## config.mk

```make
export PLATFORM = sky130hd
export DESIGN_NAME = act_quant_packer
export DESIGN_NICKNAME = d
export VERILOG_FILES = /design/src/rtl/act_quant_packer.sv
export SDC_FILE = /design/constraint.sdc
export NUM_CORES = 1
export LEC_CHECK = 0
export CORE_MARGIN = 5
export CORE_UTILIZATION = 38
export DETAILED_ROUTE_END_ITERATION = 16
export MAX_ROUTING_LAYER = met4
export PLACE_DENSITY_LB_ADDON = 0.1
export SYNTH_ARGS = -nofsm -noshare
export SYNTH_HDL_FRONTEND = slang
export SYNTH_SLANG_ARGS = --single-unit
```

## constraint.sdc

```tcl
create_clock -name clk_i -period 2.3 [get_ports clk_i]
set_clock_uncertainty 0.15 [all_clocks]
set_input_delay 0.23 -clock clk_i [delete_from_list [all_inputs] [get_ports clk_i]]
set_output_delay 0.23 -clock clk_i [all_outputs]
set_load 0.05 [all_outputs]
```

## src/rtl/act_quant_packer.sv

```systemverilog
// Requantizes accumulator results to DATA_WIDTH, packs PACK lanes per word and
// streams the words through a small FIFO to the activation buffer write port.
module act_quant_packer #(
    parameter int DATA_WIDTH = 8,
    parameter int BIAS_WIDTH = 32,
    parameter int SHIFT      = 8,
    parameter int PACK       = 4,
    parameter int ADDR_WIDTH = 10,
    parameter int FIFO_DEPTH = 4
) (
    input  logic                         clk_i,
    input  logic                         rst,
    input  logic                         layer,
    input  logic signed [BIAS_WIDTH-1:0] sum,
    input  logic                         sum_valid,
    output logic                         sum_ready,
    input  logic                         flush,
    input  logic                         addr_clr,
    output logic                         wr_valid,
    input  logic                         wr_ready,
    output logic [DATA_WIDTH*PACK-1:0]   wr_data,
    output logic [ADDR_WIDTH-1:0]        wr_addr,
    output logic                         done_o
);
    localparam int WW = DATA_WIDTH * PACK;
    localparam int LW = (PACK > 1) ? $clog2(PACK) : 1;
    localparam int PW = $clog2(FIFO_DEPTH);
    localparam int CW = $clog2(FIFO_DEPTH + 1);
    localparam logic [LW-1:0] C_LANE_LAST = LW'(PACK - 1);
    localparam logic [PW-1:0] C_PTR_LAST  = PW'(FIFO_DEPTH - 1);
    localparam logic [CW-1:0] C_RDY_MAX   = CW'(FIFO_DEPTH - 2);
    localparam logic signed [BIAS_WIDTH:0] C_HALF = {{BIAS_WIDTH{1'b0}}, 1'b1} << (SHIFT - 1);
    localparam logic signed [BIAS_WIDTH:0] C_UMAX = {{(BIAS_WIDTH+1-DATA_WIDTH){1'b0}}, {DATA_WIDTH{1'b1}}};
    localparam logic signed [BIAS_WIDTH:0] C_SMAX = {{(BIAS_WIDTH+2-DATA_WIDTH){1'b0}}, {(DATA_WIDTH-1){1'b1}}};
    localparam logic signed [BIAS_WIDTH:0] C_SMIN = {{(BIAS_WIDTH+2-DATA_WIDTH){1'b1}}, {(DATA_WIDTH-1){1'b0}}};

    typedef enum logic [1:0] {ST_RUN = 2'd0, ST_FLUSH = 2'd1, ST_DRAIN = 2'd2} state_t;

    // One extra bit of headroom keeps the rounding add from overflowing.
    function automatic logic [DATA_WIDTH-1:0] requant(input logic signed [BIAS_WIDTH-1:0] s,
                                                      input logic fc);
        logic signed [BIAS_WIDTH:0] t;
        logic signed [BIAS_WIDTH:0] q;
        t = $signed({s[BIAS_WIDTH-1], s}) + C_HALF;
        q = t >>> SHIFT;
        if (!fc) begin
            if (q[BIAS_WIDTH])   return {DATA_WIDTH{1'b0}};
            else if (q > C_UMAX) return {DATA_WIDTH{1'b1}};
            else                 return q[DATA_WIDTH-1:0];
        end else begin
            if (q < C_SMIN)      return C_SMIN[DATA_WIDTH-1:0];
            else if (q > C_SMAX) return C_SMAX[DATA_WIDTH-1:0];
            else                 return q[DATA_WIDTH-1:0];
        end
    endfunction

    function automatic logic [PW-1:0] ptr_inc(input logic [PW-1:0] p);
        if (p == C_PTR_LAST) return {PW{1'b0}};
        else                 return p + PW'(1);
    endfunction

    state_t                r_state;
    state_t                w_state_nxt;
    logic                  r_live;
    logic                  r_done;
    logic                  w_done_nxt;
    logic                  r_q_valid;
    logic [DATA_WIDTH-1:0] r_q_data;
    logic [LW-1:0]         r_lane;
    logic [WW-1:0]         r_pack;
    logic [WW-1:0]         w_pack_word;
    logic [WW-1:0]         r_mem [FIFO_DEPTH];
    logic [PW-1:0]         r_rd_ptr;
    logic [PW-1:0]         r_wr_ptr;
    logic [CW-1:0]         r_count;
    logic [ADDR_WIDTH-1:0] r_addr;
    logic                  w_accept;
    logic                  w_q_push;
    logic                  w_flush_push;
    logic                  w_push;
    logic                  w_pop;
    logic [WW-1:0]         w_push_data;
    logic                  w_addr_clr;

    assign sum_ready    = r_live && (r_state == ST_RUN) && (r_count <= C_RDY_MAX);
    assign w_accept     = sum_valid && sum_ready;
    assign wr_valid     = (r_count != {CW{1'b0}});
    assign wr_data      = r_mem[r_rd_ptr];
    assign wr_addr      = r_addr;
    assign done_o       = r_done;
    assign w_pop        = wr_valid && wr_ready;
    assign w_q_push     = r_q_valid && (r_lane == C_LANE_LAST);
    assign w_push       = w_q_push || w_flush_push;
    assign w_push_data  = w_q_push ? w_pack_word : r_pack;
    assign w_addr_clr   = addr_clr && (r_state == ST_RUN) && !r_q_valid && !wr_valid;

    // Merge the quantized value into its lane of the current word.
    always_comb begin
        w_pack_word = r_pack;
        w_pack_word[r_lane*DATA_WIDTH +: DATA_WIDTH] = r_q_data;
    end

    // Flush sequencing: wait for stage Q, close the partial word, then drain.
    always_comb begin
        w_state_nxt  = r_state;
        w_done_nxt   = 1'b0;
        w_flush_push = 1'b0;
        case (r_state)
            ST_RUN: begin
                if (flush) w_state_nxt = ST_FLUSH;
                else       w_state_nxt = ST_RUN;
            end
            ST_FLUSH: begin
                if (!r_q_valid) begin
                    w_state_nxt  = ST_DRAIN;
                    w_flush_push = (r_lane != {LW{1'b0}});
                end else begin
                    w_state_nxt  = ST_FLUSH;
                end
            end
            ST_DRAIN: begin
                if (!wr_valid) begin
                    w_state_nxt = ST_RUN;
                    w_done_nxt  = 1'b1;
                end else begin
                    w_state_nxt = ST_DRAIN;
                end
            end
            default: w_state_nxt = ST_RUN;
        endcase
    end

    // Control state, done pulse and the quantize stage.
    always_ff @(posedge clk_i or negedge rst) begin
        if (!rst) begin
            r_live    <= 1'b0;
            r_state   <= ST_RUN;
            r_done    <= 1'b0;
            r_q_valid <= 1'b0;
            r_q_data  <= {DATA_WIDTH{1'b0}};
        end else begin
            r_live    <= 1'b1;
            r_state   <= w_state_nxt;
            r_done    <= w_done_nxt;
            r_q_valid <= w_accept;
            if (w_accept) r_q_data <= requant(sum, layer);
            else          r_q_data <= r_q_data;
        end
    end

    // Lane counter and pack register.
    always_ff @(posedge clk_i or negedge rst) begin
        if (!rst) begin
            r_lane <= {LW{1'b0}};
            r_pack <= {WW{1'b0}};
        end else if (w_push) begin
            r_lane <= {LW{1'b0}};
            r_pack <= {WW{1'b0}};
        end else if (r_q_valid) begin
            r_lane <= r_lane + LW'(1);
            r_pack <= w_pack_word;
        end else begin
            r_lane <= r_lane;
            r_pack <= r_pack;
        end
    end

    // Output word FIFO; head entry drives the write port directly.
    always_ff @(posedge clk_i or negedge rst) begin
        if (!rst) begin
            for (int i = 0; i < FIFO_DEPTH; i++) r_mem[i] <= {WW{1'b0}};
            r_rd_ptr <= {PW{1'b0}};
            r_wr_ptr <= {PW{1'b0}};
            r_count  <= {CW{1'b0}};
        end else begin
            if (w_push) begin
                r_mem[r_wr_ptr] <= w_push_data;
                r_wr_ptr        <= ptr_inc(r_wr_ptr);
            end else begin
                r_wr_ptr <= r_wr_ptr;
            end
            if (w_pop) r_rd_ptr <= ptr_inc(r_rd_ptr);
            else       r_rd_ptr <= r_rd_ptr;
            case ({w_push, w_pop})
                2'b10:   r_count <= r_count + CW'(1);
                2'b01:   r_count <= r_count - CW'(1);
                default: r_count <= r_count;
            endcase
        end
    end

    // Write address advances per accepted write and wraps naturally.
    always_ff @(posedge clk_i or negedge rst) begin
        if (!rst) begin
            r_addr <= {ADDR_WIDTH{1'b0}};
        end else if (w_pop) begin
            r_addr <= r_addr + ADDR_WIDTH'(1);
        end else if (w_addr_clr) begin
            r_addr <= {ADDR_WIDTH{1'b0}};
        end else begin
            r_addr <= r_addr;
        end
    end

endmodule
```

==> flow_summary.ini, run 1 <==
[critical_path]
cp.buffers_inverters = 3
endpoint_kind = primary output
r2r_end = r_count[2]
rrSetupSlack_ns = 0.09
crit_cells = 4
cp-endpoint = wr_data[17]
r2r_cells = 11
cp_max_fo = 5
worstPathRequired_ns = 1.92
arrival_ns = 1.91
crit_path_top_delay_cell = mux4_2
rr_startpoint = r_lane[0]
crit_start = r_rd_ptr[0]
cp_top_family = multiplexers
path_cells = buf_8, buf_12, mux4_2, buf_12
critPathLaunchType = register
path_class = reg -> out
cp_common_cell = buf_12
max_stage_delay_ns = 0.56

[synthesis]
synthXorXnorAreaFrac_pct = 1.37
synth_compound_area_share_pct = 16.8
synth_cell_types = 66
syn-cell-area_um2 = 8980
synth_adder_area_share_pct = 2.03
synthSimpleGateAreaFrac_pct = 13.7
synth.net_count = 889
synth_area_leaders = dfrtp_1 (54%), o21ai_0 (8.0%), mux4_2 (8.0%), nand2_1 (6.8%), a22oi_1 (2.8%)
synth_ff_type = dfrtp_1
synth_warnings = 0
synthCells = 836
ys_seq_area_share_pct = 53.5
muxShareOfSynthArea_pct = 9.06
yosysTopAreaCellShare_pct = 53.5
synth_top_area_cell = dfrtp_1
synth_top_family_by_area = compound AO/OA/AOI/OAI gates
postSynthAreaPerCell_um2 = 10.7
async_flop_share_pct = 100
synth-edff-count = 0
synth-seq-cells = 192

[clocking]
tritoncts = yes
cts.clk_slew.worst_paths_ns = 0.08
cts_max_level = 4
clkLatencyLatePin_ns = 0.43
cts_sinks = 192
clockBufferDepth = 2
cts_root_buffer = clkbuf_16
cts_inserted_buffers = 17

[layout]
drive_gt1_share_pct = 25.2
areaGrowthSynthToFinish_pct = 33.0
layout_commonest_cell = dfrtp_1
final_cell_mix = dfrtp_1 (190), nand2_1 (157), o21ai_0 (141), buf_4 (81), buf_12 (41)
final-seq-area_um2 = 4810
layout.nets = 1034
final_core_util_pct = 51.0
multiInputGateArea_um2 = 4070
num-fill-cells = 2086
n_antenna_cell = 0

[detailed_routing]
routed_wirelength_um = 23500
avgRoutedWirePerCell_um = 17.9
drt_iter0_markers = 393
drc = 0
ant_nets = 0
via_per_inst = 5.35
num_vias = 7025
dr.pass1.iters = 5

[placement]
dpl.hpwl_um = 16200
place_ws_ns = -0.709
finalWeightedCongestion = 0.798
portBuffers = 76

[timing]
slew_violations = 0
max_freq_mhz = 437
rsz0062_at_grt = true
worst_slew_pin_slew_ns = 0.695
whs_ns = 0.175
relSlewSlack_pct = 53.7
hold_viol_final = 0
min_period_ns = 2.29
finalCritPeriodShare_pct = 99.5
tns_ns = 0
setup_viol = 0
layout_setup_ws_ns = 0.0110

[global_routing]
grt_pass1_vias = 7281
grt-ovfl-total = 0
antenna_found_initial = 0
grt_pass1_wl_um = 38600
grt_max_degree = 65
grt_util_all_layers_pct = 18.7

[floorplanning]
die_y_um = 164
io_pins = 84
die-area_um2 = 26800
start_util_pct = 38.4
num_rows = 56
die_w_um = 164
coreArea_um2 = 23400

[power_and_ir_drop]
irDropWorstVdd_mv = 0.488
leakagePower_nw = 5.20
powerDensity_nw_per_um2 = 867
power.total_mw = 10.4

[min_path]
min_path_type = in -> async

[job]
drv_cap = 0

[outcome]
outcome = complete, no violations
## power breakdown
group,internal (mW),switching [mW]
sequential,3.74,0.499
combinational,1.48,1.68
clock,1.67,1.28
## sequential cells by signal (all words and copies together), names as in the netlist, 2 cells and up
name / count
r_wr_ptr: 2
r_lane: 2
r_rd_ptr: 2
r_count: 3
r_mem: 128
r_state: 2
r_pack: 32
r_q_data: 8
wr_addr: 10
## cells in the mapped netlist (all sizes together), types with 10 or more instances
| cell | instances |
|---|---|
| clkbuf | 34 |
| inv | 14 |
| a22o | 24 |
| a22oi | 33 |
| nand2 | 163 |
| dfrtp | 192 |
| nand3 | 17 |
| mux4 | 32 |
| buf | 10 |
| o21ai | 144 |
| nor2 | 27 |
| ha | 13 |
## worst min path at each step
stage | from | end | slack [ns] | depth (start not counted)
2_1_floorplan | rst | done_o | -0.22 | 0
3_3_place_gp | rst | r_mem[59] | 0.05 | 1
3_5_place_dp | rst | r_mem[59] | 0.06 | 1
4_1_cts | rst | r_pack[27] | 0.19 | 2
5_1_grt | rst | r_pack[27] | 0.22 | 2
6_report | rst | r_mem[59] | 0.18 | 2
## timing repair
item / in CTS / in global routing
setup buffers: 9 / 7
endpoints found under the setup margin: 35 / 79
resized for setup: 33 / 46
hold endpoints to repair: 45 / 0
cloned: 0 / 2
pin swaps: 13 / 11
hold buffers: 1 / 0
## per-stage QoR
stage | area (µm²) | instances
2_1_floorplan | 9000 | 836
3_3_place_gp | 10900 | 1262
3_5_place_dp | 10900 | 1262
4_1_cts | 11700 | 1304
5_1_grt | 11900 | 1313
6_report | 11900 | 1313
## metal layers
metal	up-vias	track usage (%)	share of wire, %
li1	3316	-	-
met3	23	3.04	3.4
met2	164	30.3	50
met5	-	-	0
met4	0	5.53	1.6
met1	3522	24.4	45
## cell type report
cell class              count  area share, %
repair buffers            176           16.9
well taps                 319           3.34
inverters                  14          0.440
flip-flops and latches    192           40.3
clock buffers              21           3.86
clock inverters            11           1.08
multi-input cells         580           34.1
## logic make-up (layout without fill, tap and decap cells)
| group | after synthesis | after routing |
|---|---|---|
| AND/OR/NAND/NOR | 266 | 266 |
| multiplexers | 41 | 41 |
| adder cells (fa/ha/maj) | 14 | 14 |
| AO/OA/AOI/OAI | 244 | 244 |
| buffers and inverters | 64 | 222 |
| other | 1 | 1 |
| flip-flops | 192 | 192 |
| XOR/XNOR | 14 | 14 |
Power figures use the tool's default switching activity.
==> inputs of run 2 (changes only) <==
CORE_MARGIN = 8   (was 5)
==> run 2 against run 1 <==
Total power decreased by 0.85%. Final cell count shrank 0.15%. Critical path depth stayed put. Cell area shrank 0.41%. Combinational power down 5%. Non-clock buffer count fell by 2. Clock power up 3%. Critical path type unchanged. Largest cell class unchanged. Maximum frequency barely moved. Sequential share of layout area is 0.13 points higher. Via count rose by 0.51%.
==> flow_summary.ini, run 2 (same netlist as run 1, synthesis figures left out) <==
[outcome]
outcome = complete, no violations

[floorplanning]
io_pins = 84
die_w_um = 170
die_y_um = 170
num_rows = 56
die-area_um2 = 28800
coreArea_um2 = 23300
start_util_pct = 38.5

[global_routing]
antenna_found_initial = 0
gr-usage-met2_pct = 29.6
grt_max_degree = 65
gr-usage-met1_pct = 22.2
grt_pass1_wl_um = 39500
grt-busiest-layer = met2
grt-ovfl-total = 0
grt_util_all_layers_pct = 17.8
met3_usage_pct = 3.61
grt_pass1_vias = 7451

[power_and_ir_drop]
power_frac_clock_pct = 29.6
leakagePower_nw = 5.13
powerDensity_nw_per_um2 = 863
p_seq_share_pct = 41.2
irDropWorstVdd_mv = 0.545
p_sw_mw = 3.53
power_frac_comb_pct = 29.3
p_int_mw = 6.74
p_sw_share_pct = 34.4

[timing]
worst_slew_pin_slew_ns = 0.657
rsz0062_at_grt = true
relSlewSlack_pct = 56.2
layout_setup_ws_ns = 0.0127
min_period_ns = 2.29
setup_viol = 0
max_freq_mhz = 437
hold_viol_final = 0
slew_violations = 0
finalCritPeriodShare_pct = 99.4

[critical_path]
critPathLaunchType = register
cp_top_family = multiplexers
crit_start = r_rd_ptr[0]
cp_common_cell = buf_12
path_cells = buf_12, clkbuf_16, mux4_2, buf_12
arrival_ns = 1.91
r2r_cells = 9
cp.buffers_inverters = 3
endpoint_kind = primary output
worstPathRequired_ns = 1.92
rr_startpoint = r_lane[1]
crit_path_top_delay_cell = mux4_2
path_class = reg -> out
cp_max_fo = 8
crit_cells = 4
max_stage_delay_ns = 0.55

[min_path]
whs_path_depth = 4
min_path_type = in -> reg
min_from = sum[14]

[layout]
final_cell_mix = dfrtp_1 (191), nand2_1 (161), o21ai_0 (87), buf_4 (83), o21ai_1 (57)
drive_gt1_share_pct = 24.9
areaGrowthSynthToFinish_pct = 32.4
largest_register = r_mem
n_antenna_cell = 0
largest_register_ffs = 128
layout.nets = 1032
layout_commonest_cell = dfrtp_1
final_cells = 1311

[detailed_routing]
avgRoutedWirePerCell_um = 18.4
num_vias = 7061
via_per_inst = 5.39
routed_wirelength_um = 24200
drt_iter0_markers = 461
drc = 0
ant_nets = 0
dr.pass1.iters = 5

[clocking]
clockBufferDepth = 2
cts_sinks = 192
clkLatencyLatePin_ns = 0.44
cts_max_level = 4
cts_root_buffer = clkbuf_16
cts_inserted_buffers = 17
tritoncts = yes
cts.clk_slew.worst_paths_ns = 0.08

[placement]
portBuffers = 76
dp.cells = 1263
finalWeightedCongestion = 0.800
place_ws_ns = -0.809
dpl.hpwl_um = 16100

[job]
drv_cap = 0
## run 2: cell types whose count changed in the layout (fill, tap and decap cells not counted), sizes merged
cell | before | now
clkbuf | 27 | 22
inv | 17 | 21
clkdlybuf4s15 | 0 | 2
dlymetal6s2s | 10 | 8
buf | 131 | 130
clkdlybuf4s50 | 21 | 20
clkinv | 4 | 3
clkinvlp | 2 | 3
dlygate4sd2 | 7 | 8
## run 2: layout make-up
class                   instances  area, µm²
clock buffers                  17        425
clock inverters                15        175
fillers                      2084      11400
inverters                      14       52.6
multi-input cells             580       4040
flip-flops and latches        192       4810
well taps                     319        399
repair buffers                174       1990
## run 2: final timing paths
path	end	slack, ns
min in group asynchronous	r_mem[127]	0.18
max in group asynchronous	r_mem[83]	1.14
hold / removal	r_q_data[6]	0.17
hold reg to reg	r_mem[32]	0.33
setup / recovery	wr_data[23]	0.01
setup reg to reg	r_mem[12]	0.07
## run 2: metrics by stage
step	setup TNS (ns)	total power, mW	utilization [%]	instance area (µm²)	hold WS (ns)
2_1_floorplan	0	5.87	-	9000	-0.216
3_3_place_gp	-5.26	6.96	47.0	11000	0.0805
3_5_place_dp	-6.20	7.03	47.0	11000	0.0898
4_1_cts	-0.659	10.1	50.0	11700	0.187
5_1_grt	-1.83	10.8	51.0	11900	0.183
6_report	0	10.3	51.0	11900	0.172
## run 2: routing by layer
layer | routed length (µm) | part of all wire, % | vias up
met1 | 10700 | 44 | 3550
met2 | 12300 | 51 | 162
li1 | - | - | 3327
met3 | 860 | 3.6 | 22
met5 | 0 | 0 | -
met4 | 307 | 1.3 | 0
## run 2: what timing repair did
item | 4_1_cts | 5_1_grt
cloned | 0 | 2
resized for setup | 31 | 97
hold buffers | 1 | 0
pin swaps | 12 | 26
setup endpoints to repair | 41 | 105
setup buffers | 8 | 5
endpoints found under the hold margin | 45 | 0
## run 2: power by group through the flow
stage | registers [mW] | logic (mW) | clock network (mW)
finish | 4.23 | 3.00 | 3.03
floorplan | 4.09 | 1.78 | 0
global placement | 4.24 | 2.72 | 0
global route | 4.28 | 3.29 | 3.26
detailed placement | 4.27 | 2.76 | 0
CTS | 4.20 | 2.84 | 3.10
## run 2: worst reg2reg max path: stages (launching register included)
cell     delay (ns)
dfrtp_1        0.40
inv_2          0.05
buf_4          0.14
ha_1           0.30
inv_1          0.06
or3_1          0.37
nor2_1         0.11
buf_4          0.18
a22oi_1        0.18
o21ai_0        0.21
==> inputs of run 3 (changes only) <==
SLEW_MARGIN = 5   (was default)
==> results of run 3 <==
Same layout as run 2: the final DEF is identical, and so are final timing and power.
